`config.mk`:
```
export PLATFORM = sky130hd
export DESIGN_NAME = alu_operand_stage
export DESIGN_NICKNAME = d
export VERILOG_FILES = /design/src/rtl/alu_operand_stage.sv
export SDC_FILE = /design/constraint.sdc
export NUM_CORES = 1
export LEC_CHECK = 0
export ABC_AREA = 1
export CAP_MARGIN = 15
export CORE_ASPECT_RATIO = 1.25
export CORE_MARGIN = 3
export CORE_UTILIZATION = 30
export DETAILED_ROUTE_END_ITERATION = 6
export DONT_BUFFER_PORTS = 1
export PLACE_DENSITY = 0.53
export SLEW_MARGIN = 10
export SYNTH_ARGS = -nofsm -noshare
export SYNTH_HDL_FRONTEND = slang
export SYNTH_SLANG_ARGS = --single-unit
```
`constraint.sdc`:
```
create_clock -name clk -period 2.6 [get_ports clk]
set_input_delay 0.78 -clock clk [delete_from_list [all_inputs] [get_ports clk]]
set_output_delay 0.78 -clock clk [all_outputs]
set_load 0.01 [all_outputs]
```
`src/rtl/alu_operand_stage.sv`:
```
`default_nettype none
// ============================================================================
// Module   : alu_operand_stage
// Purpose  : Registered ALU issue stage: opcode decode, operand-B select/extend,
//            valid/ready output with a 2-entry (output + skid) buffer.
// Revision : 1.0
// ============================================================================
module alu_operand_stage #(
    parameter int DATA_W = 32,
    parameter int IMM_W  = 16,
    parameter int CNT_W  = 8
) (
    input  logic              clk,
    input  logic              rst_n,
    input  logic              in_valid,
    output logic              in_ready,
    input  logic [3:0]        in_op,
    input  logic [DATA_W-1:0] in_rs_val,
    input  logic [DATA_W-1:0] in_rt_val,
    input  logic [IMM_W-1:0]  in_imm,
    output logic              out_valid,
    input  logic              out_ready,
    output logic [DATA_W-1:0] alu_a,
    output logic [DATA_W-1:0] alu_b,
    output logic [1:0]        alu_select,
    output logic [CNT_W-1:0]  illegal_count
);

    localparam logic [1:0]       c_SEL_ADD = 2'b00;
    localparam logic [1:0]       c_SEL_AND = 2'b01;
    localparam logic [1:0]       c_SEL_OR  = 2'b10;
    localparam logic [1:0]       c_SEL_SLL = 2'b11;
    localparam logic [CNT_W-1:0] c_CNT_MAX = '1;

    logic              r_o_valid;
    logic [DATA_W-1:0] r_o_a;
    logic [DATA_W-1:0] r_o_b;
    logic [1:0]        r_o_sel;
    logic              r_s_valid;
    logic [DATA_W-1:0] r_s_a;
    logic [DATA_W-1:0] r_s_b;
    logic [1:0]        r_s_sel;
    logic [CNT_W-1:0]  r_illegal_count;

    logic              w_legal;
    logic [DATA_W-1:0] w_b;
    logic [1:0]        w_sel;
    logic [DATA_W-1:0] w_sx;
    logic [DATA_W-1:0] w_zx;
    logic              w_accept;
    logic              w_accept_legal;
    logic              w_accept_illegal;
    logic              w_emit;

    assign w_sx = {{(DATA_W-IMM_W){in_imm[IMM_W-1]}}, in_imm};
    assign w_zx = {{(DATA_W-IMM_W){1'b0}}, in_imm};

    always_comb begin
        w_legal = 1'b1;
        w_b     = in_rt_val;
        w_sel   = c_SEL_ADD;
        case (in_op)
            4'b0000: begin w_b = in_rt_val;    w_sel = c_SEL_ADD; end
            4'b0001: begin w_b = in_rt_val;    w_sel = c_SEL_AND; end
            4'b0010: begin w_b = in_rt_val;    w_sel = c_SEL_OR;  end
            4'b0011: begin w_b = '0;           w_sel = c_SEL_SLL; end
            4'b0100: begin w_b = w_sx;         w_sel = c_SEL_ADD; end
            4'b0101: begin w_b = w_zx;         w_sel = c_SEL_AND; end
            4'b0110: begin w_b = w_zx;         w_sel = c_SEL_OR;  end
            4'b0111: begin w_b = w_sx;         w_sel = c_SEL_ADD; end
            default: begin w_legal = 1'b0; end
        endcase
    end

    // in_ready is purely the registered skid-empty flag, so no out_ready path.
    assign in_ready         = !r_s_valid;
    assign w_accept         = in_valid && in_ready;
    assign w_accept_legal   = w_accept && w_legal;
    assign w_accept_illegal = w_accept && !w_legal;
    assign w_emit           = r_o_valid && out_ready;

    always_ff @(posedge clk or negedge rst_n) begin
        if (!rst_n) begin
            r_o_valid <= 1'b0;
            r_o_a     <= '0;
            r_o_b     <= '0;
            r_o_sel   <= c_SEL_ADD;
            r_s_valid <= 1'b0;
            r_s_a     <= '0;
            r_s_b     <= '0;
            r_s_sel   <= c_SEL_ADD;
        end else if (w_emit && r_s_valid) begin
            r_o_a     <= r_s_a;
            r_o_b     <= r_s_b;
            r_o_sel   <= r_s_sel;
            r_s_valid <= 1'b0;
        end else if (!r_o_valid || w_emit) begin
            r_o_valid <= w_accept_legal;
            if (w_accept_legal) begin
                r_o_a   <= in_rs_val;
                r_o_b   <= w_b;
                r_o_sel <= w_sel;
            end
        end else if (w_accept_legal) begin
            r_s_valid <= 1'b1;
            r_s_a     <= in_rs_val;
            r_s_b     <= w_b;
            r_s_sel   <= w_sel;
        end
    end

    always_ff @(posedge clk or negedge rst_n) begin
        if (!rst_n) begin
            r_illegal_count <= '0;
        end else if (w_accept_illegal && (r_illegal_count != c_CNT_MAX)) begin
            r_illegal_count <= r_illegal_count + 1'b1;
        end
    end

    assign out_valid     = r_o_valid;
    assign alu_a         = r_o_a;
    assign alu_b         = r_o_b;
    assign alu_select    = r_o_sel;
    assign illegal_count = r_illegal_count;

endmodule
`default_nettype wire

```
==> flow_summary.yaml, run 1 <==
timing:
  timing.clock.skew_ns: 0.00647
  worst_slew_margin_rel: 0.571
  hold_violations: 0
  setup_viol: 0
  fin_crit_sh: 0.705
  worst_slew_pin_slew_ns: 0.643
  max_slew_violation_count: 0
  final.min_clock_period_ns: 1.83
  rsz_0062_raised_after_global_routing: "false"
  fmax_mhz: 545
  fin_tns_setup_ns: 0
power_and_ir_drop:
  power.static_leakage_nw: 4.44
  pwr_density_cell_nw_per_um2: 633
  total_power_mw: 4.79
  peakVddDrop_mv: 0.418
yosys:
  synthDominantCellAreaShare: 0.526
  post_synth_main_area_contributors: "sky130_fd_sc_hd__dfrtp_1 (53%), sky130_fd_sc_hd__nand2_1 (25%), sky130_fd_sc_hd__nand3_1 (5.4%), sky130_fd_sc_hd__o21ai_0 (5.0%), sky130_fd_sc_hd__nor2_1 (3.9%)"
  synthesis.yosys.warnings: 0
  number_of_synthesized_register_bits: 142
  synthCells: 915
  synthesis.nets: 1004
  synth.avg_cell_area_um2: 7.38
  synth_fa_ha_area_frac: 0.00185
  synth_top_family_by_area: "simple AND/OR/NAND/NOR gates"
  mapped_area_um2: 6750
  synth.area.mux_share: 0
  fraction_of_synthesized_cell_area_in_xor_and_xnor_cells: 0.00519
  synth-simple-area-share: 0.348
  synth_top_cell_by_area: "sky130_fd_sc_hd__dfrtp_1"
  netlist-cell-type-count: 20
  synth-compound-area-share: 0.0519
  sequential_area_share_after_synthesis: 0.526
worst_setup_path:
  worst-path-buf-inv: 2
  crit_path_cell_trace: "inv_2 -> nand3_2 -> nand2_1 -> nand2_4 -> inv_2 -> nand2_1 -> nand2_1"
  worst_path_most_repeated_cell: "sky130_fd_sc_hd__nand2_1"
  timing.critical_path.from_type: "flop"
  data_arrival_time_of_the_critical_path_ns: 2.19
  cp_top_family: "buffers and inverters"
  crit_path_end_kind: "flop"
  setup.worst_path.class: "flop to flop"
  max_stage_delay_ns: 0.54
  crit_path_top_delay_cell: "sky130_fd_sc_hd__inv_2"
  worstPathRequired_ns: 2.95
  crit_fanout: 34
global_routing:
  vias_in_the_first_global_route: 5416
  antenna_found_initial: 0
  groute.usage.overall: 0.147
  global_route.overflow_total: 0
  grt_first_pass_wirelength_um: 29100
  grt_start_max_net_pins: 143
layout:
  antennaDiodeCount: 0
  layout_common_cells: "sky130_fd_sc_hd__nand2_1 (447), sky130_fd_sc_hd__dfrtp_1 (142), sky130_fd_sc_hd__nand3_1 (73)"
  layout.filler_cells: 2293
  multi_input_comb_area_um2: 2770
  drive_gt1_frac: 0.0550
  layout.cells.most_common: "sky130_fd_sc_hd__nand2_1"
  layout_stage_area_growth_over_the_synthesis_result_pct: 12.0
  num-nets-final: 985
  final-seq-area_um2: 3550
drt:
  routed-via-count: 5451
  detail_route.wl_per_cell_um: 14.8
  drtPass1Iterations: 4
  postRouteAntennaNets: 0
  vias_per_cell: 4.59
  drt-initial-drc-count: 257
  drc_errors: 0
  postRouteWirelength_um: 17600
cts:
  cts_hold_buf: 0
  clock-sinks: 142
  cts_tree: "built"
  cts_post_setup_buffers_inserted: 0
  max-clock-path-buffers: 2
  cts.repair.resized: 0
  ctsRootBufferMaster: "sky130_fd_sc_hd__clkbuf_16"
  later_pin_clock_latency_in_the_skew_report_ns: 0.42
  cts-buffers-inserted: 17
  path_clk_slew_ns: 0.06
  h_tree_depth: 4
floorplanning:
  die_width_um: 140
  floorplan.initialDensity: 0.309
  num_io_pins: 164
  fp.dieArea_um2: 24400
  chipHeight_um: 174
  core.rowCount: 60
  design.core.area_um2: 21800
hold_path:
  min_path_type: "input pin to asynchronous set/reset pin"
flow_run:
  maxCapViolations: 0
place:
  buffer_ports.inserted: 0
  hpwl_um: 11300
  place.gp.congestion: 0.762
outcome:
  outcome: "finished clean"
-- worst paths after layout --
| check | slack [ns] | startpoint | cells after the start | to |
|---|---|---|---|---|
| setup / recovery | 0.77 | r_s_valid$_DFFE_PN0P_ | 7 | alu_a[29]$_DFFE_PN0P_ |
| hold / removal | 0.06 | rst_n | 0 | alu_b[8]$_DFFE_PN0P_ |
| setup reg to reg | 0.77 | r_s_valid$_DFFE_PN0P_ | 7 | alu_a[29]$_DFFE_PN0P_ |
| hold reg to reg | 0.48 | r_s_b[8]$_DFFE_PN0P_ | 2 | r_s_b[8]$_DFFE_PN0P_ |
| max in group asynchronous | 2.27 | rst_n | 0 | r_s_b[23]$_DFFE_PN0P_ |
| min in group clk | 0.48 | r_s_b[8]$_DFFE_PN0P_ | 2 | r_s_b[8]$_DFFE_PN0P_ |
-- area by class of cell --
type	instances	share of cell area
well taps	279	0.0462
clock inverters	13	0.0184
inverters	52	0.0258
flip-flops and latches	142	0.470
repair buffers	12	0.0152
clock buffers	19	0.0586
multi-input cells	671	0.366
-- Yosys cell counts --
library cell and number:
sky130_fd_sc_hd__a21oi_1 2, sky130_fd_sc_hd__ha_1 1, sky130_fd_sc_hd__buf_6 2, sky130_fd_sc_hd__nand3_2 2, sky130_fd_sc_hd__nor2_1 70, sky130_fd_sc_hd__nand2_1 447, sky130_fd_sc_hd__nand3b_1 1, sky130_fd_sc_hd__nand2_2 1
sky130_fd_sc_hd__inv_2 3, sky130_fd_sc_hd__xor2_1 2, sky130_fd_sc_hd__buf_4 5, sky130_fd_sc_hd__inv_1 49, sky130_fd_sc_hd__clkbuf_1 17, sky130_fd_sc_hd__buf_2 26, sky130_fd_sc_hd__nor3_1 1, sky130_fd_sc_hd__dfrtp_1 142
sky130_fd_sc_hd__nand3_1 73, sky130_fd_sc_hd__o21ai_0 68, sky130_fd_sc_hd__xnor2_1 2, sky130_fd_sc_hd__nand4_1 1
-- flip-flops by register name, summed over array words and instances, names as in the netlist --
signal and cells:
alu_a 32, alu_b 32, r_s_a 32, r_s_b 32
illegal_count 8, alu_select 2, r_s_sel 2, out_valid 1
r_s_valid 1
-- report_power, final --
group          internal (mW)  switching, mW  leakage (nW)
Combinational         0.0499         0.0816          2.34
Clock                   1.44           1.01         0.283
Sequential              2.21              0          1.82
Total                   3.70           1.09          4.44
-- routing by layer --
metal  GRT usage  vias to the layer above  wire length, um
li1            -                     2791                -
met1       0.183                     2524             7620
met2       0.246                      121             8700
met3      0.0447                       15              983
met4      0.0464                        0              336
met5           0                        -                0
-- cell families (layout without fill, tap and decap cells) --
family          Yosys count  in the layout
buf+inv                 102             96
simple gates            596            596
compound gates           70             70
fa+ha+maj                 1              1
flops                   142            142
xor+xnor                  4              4
-- metrics by stage --
stage          hold WS [ns]  instance area [um2]  setup slack [ns]  utilization  cells
6_report             0.0562                 7560             0.766        0.346   1188
5_1_grt              0.0263                 7560             0.538        0.346   1188
4_1_cts              0.0300                 7560             0.695        0.346   1188
3_5_place_dp          0.463                 6980             0.438        0.320   1156
3_3_place_gp          0.459                 6980             0.496        0.320   1156
2_1_floorplan         0.442                 6750             0.940            -    915
(Power assumes the default switching activity.)
==> run 2: changes to the inputs <==
==> constraint.sdc (replaced) <==
create_clock -name clk -period 1.8 [get_ports clk]
set_input_delay 0.54 -clock clk [delete_from_list [all_inputs] [get_ports clk]]
set_output_delay 0.54 -clock clk [all_outputs]
set_load 0.01 [all_outputs]
==> run 2 against run 1 <==
Net effect:
- the flow now finishes with violations (hold timing)
- non-clock buffer count is 13 higher
- sequential cell count did not move
- design area is 2.2% higher
- hold slack got worse by 0.25 ns
- clock skew rose by 0.0025 ns
- critical path type is now flop to output port
==> flow_summary.yaml, run 2 (synthesis results as in run 1) <==
cts:
  cts.repair.resized: 0
  cts_post_setup_buffers_inserted: 0
  ctsRootBufferMaster: "sky130_fd_sc_hd__clkbuf_16"
  cts-buffers-inserted: 17
  clock-sinks: 142
  h_tree_depth: 4
  cts_tree: "built"
  later_pin_clock_latency_in_the_skew_report_ns: 0.42
  max-clock-path-buffers: 2
  path_clk_slew_ns: 0.07
drt:
  detail_route.wl_per_cell_um: 14.8
  postRouteAntennaNets: 0
  postRouteWirelength_um: 17800
  drtPass1Iterations: 4
  routed-via-count: 5489
  vias_per_cell: 4.57
  drc_errors: 0
  drt-initial-drc-count: 278
floorplanning:
  fp.dieArea_um2: 24400
  chipHeight_um: 174
  design.core.area_um2: 21800
  die_width_um: 140
  floorplan.initialDensity: 0.309
  num_io_pins: 164
  core.rowCount: 60
place:
  hpwl_um: 11800
  place.gp.congestion: 0.742
  buffer_ports.inserted: 0
worst_setup_path:
  crit_path_top_delay_cell: "sky130_fd_sc_hd__dfrtp_1"
  crit_path_cell_trace: "buf_4"
  cp_top_family: "flip-flops"
  rrSetupSlack_ns: 0.27
  worstPathRequired_ns: 1.26
  data_arrival_time_of_the_critical_path_ns: 1.00
  rr_endpoint: "illegal_count[3]$_DFFE_PN0P_"
  worst_r2r_path_depth: 7
  crit_fanout: 3
  worst_r2r_startpoint: "illegal_count[0]$_DFFE_PN0P_"
  max_stage_delay_ns: 0.42
  timing.critical_path.from_type: "flop"
  setup.worst_path.class: "flop to output port"
  worst-path-buf-inv: 1
  crit_path_end_kind: "output port"
layout:
  layout_stage_area_growth_over_the_synthesis_result_pct: 14.5
  antennaDiodeCount: 0
  layout.cells.most_common: "sky130_fd_sc_hd__nand2_1"
  drive_gt1_frac: 0.0694
  layout_common_cells: "sky130_fd_sc_hd__nand2_1 (447), sky130_fd_sc_hd__dfrtp_1 (142), sky130_fd_sc_hd__nand3_1 (73)"
  num-nets-final: 998
  layout.filler_cells: 2266
timing:
  max_slew_violation_count: 0
  final.min_clock_period_ns: 1.54
  rsz_0062_raised_after_global_routing: "false"
  hold_violations: 142
  fmax_mhz: 648
  final.hold.worst_slack_ns: -0.192
  fin_crit_sh: 0.857
  fin_tns_setup_ns: 0
  worst_slew_pin_slew_ns: 0.536
  setup_viol: 0
  timing.clock.skew_ns: 0.00896
  worst_slew_margin_rel: 0.642
global_routing:
  antenna_found_initial: 0
  groute.usage.overall: 0.151
  global_route.overflow_total: 0
  grt_first_pass_wirelength_um: 29400
  vias_in_the_first_global_route: 5270
  grt_start_max_net_pins: 143
power_and_ir_drop:
  peakVddDrop_mv: 0.573
  power.static_leakage_nw: 4.53
  total_power_mw: 6.73
  pwr_density_cell_nw_per_um2: 871
hold_path:
  min_path_type: "input pin to asynchronous set/reset pin"
outcome:
  outcome: "finished with violations"
  failed_checks: "hold timing"
flow_run:
  maxCapViolations: 0
run 2: per-layer routing:
metal,wire [um],global-route usage
met5,0,0
met2,8500,0.241
met1,7880,0.193
met3,1090,0.0486
met4,322,0.0485
run 2: worst max path at each step:
| stage | depth (start not counted) | endpoint | from |
|---|---|---|---|
| 2_1_floorplan | 6 | alu_b[11]$_DFFE_PN0P_ | out_ready |
| 3_3_place_gp | 7 | alu_b[12]$_DFFE_PN0P_ | in_op[3] |
| 3_5_place_dp | 7 | alu_b[7]$_DFFE_PN0P_ | in_op[3] |
| 4_1_cts | 1 | out_valid | out_valid$_DFFE_PN0N_ |
| 5_1_grt | 8 | illegal_count[4]$_DFFE_PN0P_ | illegal_count[0]$_DFFE_PN0P_ |
| 6_report | 1 | out_valid | out_valid$_DFFE_PN0N_ |
run 2: where the power goes:
group,internal (mW),switching (mW)
clock network,1.81,1.54
registers,3.19,0
logic,0.0735,0.117
total,5.07,1.66
run 2: area by class of cell:
| cell class | count | area [um2] | area share |
|---|---|---|---|
| Sequential cell | 142 | 3550 | 0.460 |
| Clock inverter | 15 | 125 | 0.0162 |
| Clock buffer | 17 | 425 | 0.0550 |
| Inverter | 52 | 195 | 0.0253 |
| Timing Repair Buffer | 25 | 313 | 0.0405 |
| Tap cell | 279 | 349 | 0.0452 |
| Multi-Input combinational cell | 671 | 2770 | 0.358 |
run 2: per-stage QoR:
step | hold WS [ns] | std cells | utilization | setup WS, ns | instance area (um2)
detailed placement | 0.248 | 1169 | 0.329 | 0.215 | 7180
global route | -0.220 | 1201 | 0.354 | 0.0852 | 7730
floorplan | 0.244 | 915 | - | 0.380 | 6750
CTS | -0.215 | 1201 | 0.354 | 0.228 | 7730
finish | -0.192 | 1201 | 0.354 | 0.258 | 7730
global placement | 0.248 | 1169 | 0.329 | 0.224 | 7180
run 2: worst reg2reg max path, stage by stage, from the launching register on:
cell and delay (ns):
sky130_fd_sc_hd__dfrtp_1 0.46, sky130_fd_sc_hd__ha_1 0.25, sky130_fd_sc_hd__nand2_1 0.07, sky130_fd_sc_hd__nor2_1 0.17, sky130_fd_sc_hd__nand2_1 0.09, sky130_fd_sc_hd__nand2_1 0.09, sky130_fd_sc_hd__inv_1 0.12, sky130_fd_sc_hd__o21ai_0 0.20
==> run 3: changes to the inputs <==
--- a/config.mk
+++ b/config.mk
@@ -10,6 +10,7 @@
 export CORE_ASPECT_RATIO = 1.25
 export CORE_MARGIN = 3
 export CORE_UTILIZATION = 30
+export CTS_BUF_LIST = sky130_fd_sc_hd__clkbuf_8
 export DETAILED_ROUTE_END_ITERATION = 6
 export DONT_BUFFER_PORTS = 1
 export PLACE_DENSITY = 0.53
==> run 3 against run 2 <==
Net effect:
- the flow still finishes with violations (hold timing)
- design area fell by 2.5%
- critical path depth did not move
- sequential power barely moved
- largest cell class unchanged
- clock skew rose by 0.0042 ns
- register-to-register slack barely moved
- count of clock-buffer cells in the layout did not move
==> flow_summary.yaml, run 3 (synthesis results as in run 1) <==
outcome:
  outcome: "finished with violations"
  failed_checks: "hold timing"
cts:
  h_tree_depth: 4
  cts_tree: "built"
  cts_post_setup_buffers_inserted: 0
  later_pin_clock_latency_in_the_skew_report_ns: 0.45
  max-clock-path-buffers: 2
  cts-buffers-inserted: 17
  path_clk_slew_ns: 0.10
  cts.repair.resized: 0
  ctsRootBufferMaster: "sky130_fd_sc_hd__clkbuf_8"
  clock-sinks: 142
layout:
  layout_common_cells: "sky130_fd_sc_hd__nand2_1 (447), sky130_fd_sc_hd__dfrtp_1 (142), sky130_fd_sc_hd__nand3_1 (73)"
  drive_gt1_frac: 0.0694
  post-route-cell-area_um2: 7540
  num-nets-final: 998
  layout.cells.most_common: "sky130_fd_sc_hd__nand2_1"
  post-route-util: 0.345
  antennaDiodeCount: 0
  layout_stage_area_growth_over_the_synthesis_result_pct: 11.7
place:
  placedInstanceArea_um2: 7180
  buffer_ports.inserted: 0
  hpwl_um: 11800
  place_ws_ns: 0.215
  place.gp.congestion: 0.742
worst_setup_path:
  worst-path-buf-inv: 1
  max_stage_delay_ns: 0.43
  setup.worst_path.class: "flop to output port"
  timing.critical_path.from_type: "flop"
  crit_path_top_delay_cell: "sky130_fd_sc_hd__dfrtp_1"
  crit_path_end_kind: "output port"
  worstPathRequired_ns: 1.26
  crit_path_cell_trace: "buf_4"
  crit_fanout: 3
  data_arrival_time_of_the_critical_path_ns: 1.03
  cp_top_family: "flip-flops"
global_routing:
  vias_in_the_first_global_route: 5268
  global_route.overflow_total: 0
  grt_first_pass_wirelength_um: 29400
  groute.usage.overall: 0.151
  grt_start_max_net_pins: 143
  antenna_found_initial: 0
timing:
  final.hold.worst_slack_ns: -0.228
  setup_viol: 0
  timing.clock.skew_ns: 0.0131
  worst_slew_pin_slew_ns: 0.527
  worst_slew_margin_rel: 0.648
  fmax_mhz: 635
  layout_setup_ws_ns: 0.226
  final.min_clock_period_ns: 1.57
  fin_crit_sh: 0.875
  hold_violations: 142
  rsz_0062_raised_after_global_routing: "false"
  max_slew_violation_count: 0
  fin_tns_setup_ns: 0
power_and_ir_drop:
  sequentialPowerShare: 0.548
  p_sw_mw: 1.56
  power_frac_comb: 0.033
  netSwitchingFraction: 0.268
  power.internal_mw: 4.26
  peakVddDrop_mv: 0.392
  power.static_leakage_nw: 4.44
  total_power_mw: 5.82
  clock_power_share: 0.420
  pwr_density_cell_nw_per_um2: 772
floorplanning:
  design.core.area_um2: 21800
  chipHeight_um: 174
  fp.dieArea_um2: 24400
  die_width_um: 140
  floorplan.initialDensity: 0.309
  core.rowCount: 60
  num_io_pins: 164
drt:
  postRouteWirelength_um: 17800
  vias_per_cell: 4.55
  drt-initial-drc-count: 249
  detail_route.wl_per_cell_um: 14.8
  drc_errors: 0
  drtPass1Iterations: 4
  postRouteAntennaNets: 0
  routed-via-count: 5463
hold_path:
  min_path_type: "input pin to asynchronous set/reset pin"
flow_run:
  maxCapViolations: 0
run 3: changes by cell type in the layout (fill, tap and decap cells not counted):
cell | before | now
sky130_fd_sc_hd__clkbuf_8 | 0 | 17
sky130_fd_sc_hd__clkbuf_16 | 17 | 0
run 3: final cells by class:
class | instances | area, um2
fill | 2283 | 14300
sequential | 142 | 3550
multi-input combinational | 671 | 2770
tap | 279 | 349
timing repair buffer | 25 | 313
clock buffer | 17 | 234
inverter | 52 | 195
clock inverter | 15 | 125
run 3: per-layer routing:
metal | global-route usage | wire (um)
met5 | 0 | 0
met4 | 0.0485 | 305
met3 | 0.0522 | 1160
met2 | 0.242 | 8450
met1 | 0.192 | 7830
run 3: path summary, 6_finish.rpt:
| path | from | end | slack (ns) | cells past startpoint |
|---|---|---|---|---|
| worst max-delay path | out_valid$_DFFE_PN0N_ | out_valid | 0.23 | 1 |
| worst min-delay path | rst_n | alu_b[8]$_DFFE_PN0P_ | -0.23 | 0 |
| worst max register to register | illegal_count[0]$_DFFE_PN0P_ | illegal_count[3]$_DFFE_PN0P_ | 0.27 | 7 |
| worst min register to register | r_s_sel[0]$_DFFE_PN0P_ | r_s_sel[0]$_DFFE_PN0P_ | 0.48 | 2 |
| max in group asynchronous | rst_n | alu_a[7]$_DFFE_PN0P_ | 1.83 | 0 |
| min in group clk | in_rs_val[18] | r_s_a[18]$_DFFE_PN0P_ | 0.21 | 2 |
run 3: stage by stage:
step,cells,hold WS (ns)
4_1_cts,1201,-0.276
3_3_place_gp,1169,0.248
5_1_grt,1201,-0.289
2_1_floorplan,915,0.244
6_report,1201,-0.228
3_5_place_dp,1169,0.248
run 3: power groups by stage:
stage                     Sequential (mW)  Combinational, mW  Clock, mW
final                                3.19              0.191       2.44
after global routing                 3.19              0.226       2.70
after CTS                            3.19              0.193       2.55
after detailed placement             3.25              0.192          0
after global placement               3.25              0.192          0
after floorplan                      3.25              0.158          0
